--- src/rtl/fetch_unit.sv ---
// Instruction fetch stage: issues in-order word fetches over req/gnt + rvalid,
// buffers returned words in a small FIFO and hands them to the decoder with
// a valid/ready handshake. Redirects flush the FIFO and drop stale responses.
module fetch_unit #(
    parameter logic [31:0] RESET_PC = 32'h0000_0000,
    parameter int          DEPTH    = 2
) (
    input  logic        clk,
    input  logic        reset,
    output logic        imem_req,
    output logic [31:0] imem_addr,
    input  logic        imem_gnt,
    input  logic        imem_rvalid,
    input  logic [31:0] imem_rdata,
    input  logic        redirect,
    input  logic [31:0] redirect_pc,
    output logic        instr_valid,
    input  logic        instr_ready,
    output logic [31:0] instruction,
    output logic [31:0] instr_pc,
    output logic        misaligned_err
);

    localparam int CW = $clog2(DEPTH) + 1;
    localparam int AW = $clog2(DEPTH);
    localparam logic [31:0] NOP = 32'h0000_0013;

    logic [31:0]   fetch_pc_reg, fetch_pc_next;
    logic [31:0]   resp_pc_reg, resp_pc_next;
    logic [CW-1:0] inflight_reg, inflight_next;
    logic [CW-1:0] drop_reg, drop_next;
    logic [CW-1:0] count_reg, count_next;
    logic [AW-1:0] rd_ptr_reg, rd_ptr_next;
    logic [AW-1:0] wr_ptr_reg, wr_ptr_next;
    logic          err_reg, err_next;

    logic [31:0]   pc_mem    [DEPTH];
    logic [31:0]   instr_mem [DEPTH];

    logic          credit_ok;
    logic          grant;
    logic          resp;
    logic          push;
    logic          pop;

    // Credit covers both outstanding requests and buffered words, so the FIFO
    // can never overflow regardless of how fast responses come back.
    assign credit_ok = (({1'b0, inflight_reg} + {1'b0, count_reg}) < (CW+1)'(DEPTH));
    assign imem_req  = !reset && !redirect && credit_ok;
    assign imem_addr = fetch_pc_reg;
    assign grant     = imem_req && imem_gnt;
    // Responses with nothing outstanding are spurious and ignored.
    assign resp      = imem_rvalid && (inflight_reg != '0);
    assign push      = resp && (drop_reg == '0) && !redirect;

    assign instr_valid    = (count_reg != '0);
    assign pop            = instr_valid && instr_ready;
    assign instruction    = instr_valid ? instr_mem[rd_ptr_reg] : NOP;
    assign instr_pc       = instr_valid ? pc_mem[rd_ptr_reg] : 32'h0;
    assign misaligned_err = err_reg;

    // Next-state computation; redirect overrides normal fetch/response flow.
    always_comb begin
        fetch_pc_next = fetch_pc_reg;
        resp_pc_next  = resp_pc_reg;
        inflight_next = inflight_reg + CW'(grant) - CW'(resp);
        drop_next     = drop_reg;
        count_next    = count_reg;
        rd_ptr_next   = rd_ptr_reg;
        wr_ptr_next   = wr_ptr_reg;
        err_next      = err_reg;
        if (redirect) begin
            fetch_pc_next = {redirect_pc[31:2], 2'b00};
            resp_pc_next  = {redirect_pc[31:2], 2'b00};
            // Every word still outstanding after this cycle is stale.
            drop_next     = inflight_reg - CW'(resp);
            count_next    = '0;
            rd_ptr_next   = wr_ptr_reg;
            if (redirect_pc[1:0] != 2'b00) begin
                err_next = 1'b1;
            end
        end else begin
            if (grant) begin
                fetch_pc_next = fetch_pc_reg + 32'd4;
            end
            if (resp) begin
                if (drop_reg != '0) begin
                    drop_next = drop_reg - CW'(1);
                end else begin
                    resp_pc_next = resp_pc_reg + 32'd4;
                end
            end
            count_next = count_reg + CW'(push) - CW'(pop);
            if (push) begin
                wr_ptr_next = wr_ptr_reg + AW'(1);
            end
            if (pop) begin
                rd_ptr_next = rd_ptr_reg + AW'(1);
            end
        end
    end

    // Control state register with synchronous reset.
    always_ff @(posedge clk) begin
        if (reset) begin
            fetch_pc_reg <= RESET_PC;
            resp_pc_reg  <= RESET_PC;
            inflight_reg <= '0;
            drop_reg     <= '0;
            count_reg    <= '0;
            rd_ptr_reg   <= '0;
            wr_ptr_reg   <= '0;
            err_reg      <= 1'b0;
        end else begin
            fetch_pc_reg <= fetch_pc_next;
            resp_pc_reg  <= resp_pc_next;
            inflight_reg <= inflight_next;
            drop_reg     <= drop_next;
            count_reg    <= count_next;
            rd_ptr_reg   <= rd_ptr_next;
            wr_ptr_reg   <= wr_ptr_next;
            err_reg      <= err_next;
        end
    end

    // FIFO storage: each slot captures {pc, word} when the write pointer selects it.
    generate
        for (genvar gi = 0; gi < DEPTH; gi++) begin : g_slot
            // Slot write; storage needs no reset since count gates visibility.
            always_ff @(posedge clk) begin
                if (!reset && push && (wr_ptr_reg == AW'(gi))) begin
                    pc_mem[gi]    <= resp_pc_reg;
                    instr_mem[gi] <= imem_rdata;
                end
            end
        end
    endgenerate

endmodule

--- config.mk ---
export PLATFORM = sky130hd
export DESIGN_NAME = fetch_unit
export DESIGN_NICKNAME = d
export VERILOG_FILES = /design/src/rtl/fetch_unit.sv
export SDC_FILE = /design/constraint.sdc
export NUM_CORES = 1
export LEC_CHECK = 0
export ABC_AREA = 1
export CAP_MARGIN = 40
export CORE_AREA = 2 2 156 158
export CTS_BUF_LIST = sky130_fd_sc_hd__clkbuf_4 sky130_fd_sc_hd__clkbuf_8
export DETAILED_ROUTE_END_ITERATION = 8
export DIE_AREA = 0 0 158 160
export GPL_TIMING_DRIVEN = 0
export PLACE_DENSITY = 0.74
export SLEW_MARGIN = 20
export SYNTH_ARGS = -nofsm -noshare
export SYNTH_HDL_FRONTEND = slang
export SYNTH_SLANG_ARGS = --single-unit
--- constraint.sdc ---
create_clock -name clk -period 17.1 [get_ports clk]
set_input_delay 2.565 -clock clk [delete_from_list [all_inputs] [get_ports clk]]
set_output_delay 2.565 -clock clk [all_outputs]
set_load 0.03 [all_outputs]
==> reports/metrics.yaml <==
run_status:
  outcome: "finished, final reports clean"
floorplanning:
  start_util: 0.401
  die_h_um: 160
  die_width_um: 158
  die-area_um2: 25300
  ios: 169
  core.rowCount: 57
  core_region_area_um2: 23800
power:
  p_leak_nw: 4.56
  ir_drop_uv: 38.8
  p_int_uw: 719
  p_clk_frac: 0.290
  p_total_mw: 1.05
  p_seq_frac: 0.523
  swShare: 0.315
  combPwrFrac: 0.187
  power.density_nw_per_um2: 86.6
  p_sw_uw: 330
sta:
  fmax_ghz: 0.148
  slew_headroom: 0.452
  period_share: 0.396
  min_period_ps: 6770
  worstMarginPinSlew_ps: 822
  slew_viol_final: 0
  fin_worst_skew_ps: 20.0
  rsz0062_at_grt: "no"
  setup_violations: 0
  tns_ps: 0
  finalHoldViolCount: 0
cts:
  post_cts_buffers: 0
  h-tree-depth: 4
  cts.root.buffer_cell: "clkbuf_8"
  clk_latency_ps: 470
  hold_buffers: 0
  clockBufferDepth: 2
  cts_made_buffers: 17
  cts_sinks: 194
  clkTransAtPathRegs_ps: 120
  tritoncts: "built"
  cts_resized: 0
global_route:
  antenna_found_initial: 0
  grt_pass1_vias: 7836
  grt_pass1_wl_um: 41400
  grt_remaining_overflow: 0
  grt.total_usage: 0.212
  grt_max_degree: 26
final_layout:
  num_antenna_cells: 0
  regMostFlops: "instr_mem"
  top_regs: "instr_mem x64, pc_mem x60"
  layout-drive-gt1-share: 0.0880
  syn_to_final_growth_pct: 27.0
  largest_reg_flops: 64
  finalNetCount: 1385
worst_setup_path:
  worstPathMaxFanout: 10
  cpPeakStageDelay_ps: 660
  cp_common_cell: "clkdlybuf4s50_1"
  cp-end-kind: "output pin"
  crit_path_cell_trace: "clkdlybuf4s50_1 -> nor2_8 -> nand3_1 -> inv_1 -> clkdlybuf4s50_1"
  critical-path-slowest-cell: "clkdlybuf4s50_1"
  start_kind: "input pin"
  critPathLaunch: "redirect"
  critPathRequiredTime_ps: 14530
  arrival_ps: 4200
  crit_type: "in2out"
  r2r-start: "drop_reg[0]"
placed_design:
  place.gp.congestion: 0.935
  hpwl_um: 19700
  port_buffers: 163
yosys:
  netlist_area_um2: 9540
  ys_ff_latch: 194
  synth.yosys.seq_area_share: 0.537
  async_flop_share: 0
  avgSynthCellArea_um2: 8.59
  synth_edf_count: 124
  synthCells: 1111
  ys_types: 46
  ys.flop_type: "edfxtp_1"
  ys_warn_count: 0
routing:
  wl_per_cell_um: 16.2
  ant_nets: 0
  viasPerCell: 5.06
  vias: 8310
  drt-total-wl_um: 26600
  first_pass_iters: 5
  drc: 0
  drt-initial-drc-count: 654
worst_hold_path:
  hold_start: "misaligned_err"
  worstHoldPathType: "reg2reg"
job:
  max_cap_viol_count: 0
[kinds of logic (layout without fill, tap and decap cells)]
kind of cell	count (synthesis)	after routing	synth area share
xor+xnor	13	13	0.0119
other cells	1	4	0.000393
fa+ha+maj	9	9	0.0126
buf+inv	151	355	0.0683
simple gates	561	561	0.268
compound gates	182	182	0.102
flops	194	194	0.537
[placed cells by master (no fill, tap or decap), types with 3 or more instances in the layout]
master	instances
o21ai_1	3
a31oi_1	12
edfxtp_1	124
inv_6	3
nor2_8	6
conb_1	4
nor2_2	8
nand2_2	6
nand2_4	6
a21oi_1	111
buf_6	11
inv_8	5
clkbuf_8	17
nand4_1	8
o21ai_0	43
nand2_1	350
clkbuf_1	24
xor2_1	10
ha_1	8
dfxtp_1	70
inv_1	101
buf_4	9
nand3b_1	5
clkinv_4	4
nor2_1	79
or2_2	3
xnor2_1	3
buf_2	5
nand3_1	70
clkdlybuf4s50_1	163
o21bai_1	3
inv_2	4
nor2_4	12
[metrics by stage]
step                      utilization  area, µm²  instances  hold slack, ps  setup slack (ps)
after detailed placement        0.492      11700       1611             445             10320
after global placement          0.487      11600       1601             441              6240
after floorplan                     -       9560       1114             444              9370
after CTS                       0.509      12100       1642             459             10320
after global routing            0.509      12100       1642             478             10280
final                           0.509      12100       1642             455             10330
[worst paths after layout]
| check | end | slack, ps | cells past startpoint |
|---|---|---|---|
| hold reg to reg | misaligned_err | 460 | 2 |
| hold / removal | misaligned_err | 460 | 2 |
| setup / recovery | imem_req | 10330 | 5 |
| setup reg to reg | pc_mem[1][29] | 14510 | 11 |
[final cells by class]
class                           count  area (µm²)
Multi-Input combinational cell    769        3790
Sequential cell                   194        5120
Tap cell                          324         405
Timing Repair Buffer              173        1750
Clock inverter                     14         163
Clock buffer                       17         234
Inverter                          109         420
Buffer                             42         231
Fill cell                        2238       11700
[critical path, delay by kind of cell]
family                 cells  cell delay, ps
buffers and inverters      3            1240
and+or+nand+nor            2             380
[Yosys cell counts, drive strengths merged (5+ instances only)]
master	number	area [µm²]
clkbuf	24	90.1
nand3	73	395
a31oi	12	75.1
nor2	105	594
buf	18	141
nand2	362	1420
o21ai	48	255
inv	107	407
dfxtp	70	1400
nand3b	5	37.5
xor2	10	87.6
a21oi	113	573
nand4	9	71.3
edfxtp	124	3720
ha	8	100
[metal layers]
layer	vias to the layer above	track usage	routed length [µm]
met5	-	0	0
met4	0	0.0733	621
met3	45	0.0410	2240
met2	357	0.337	12100
met1	3860	0.290	11700
li1	4048	-	-
[power by group through the flow]
stage,registers [mW],logic [mW],clock network [mW]
after CTS,0.548,0.197,0.311
after floorplan,0.562,0.111,0
after global placement,0.559,0.190,0
after global routing,0.552,0.216,0.328
after detailed placement,0.559,0.196,0
final,0.549,0.196,0.305
No activity file was read; power rests on OpenSTA's default activity.
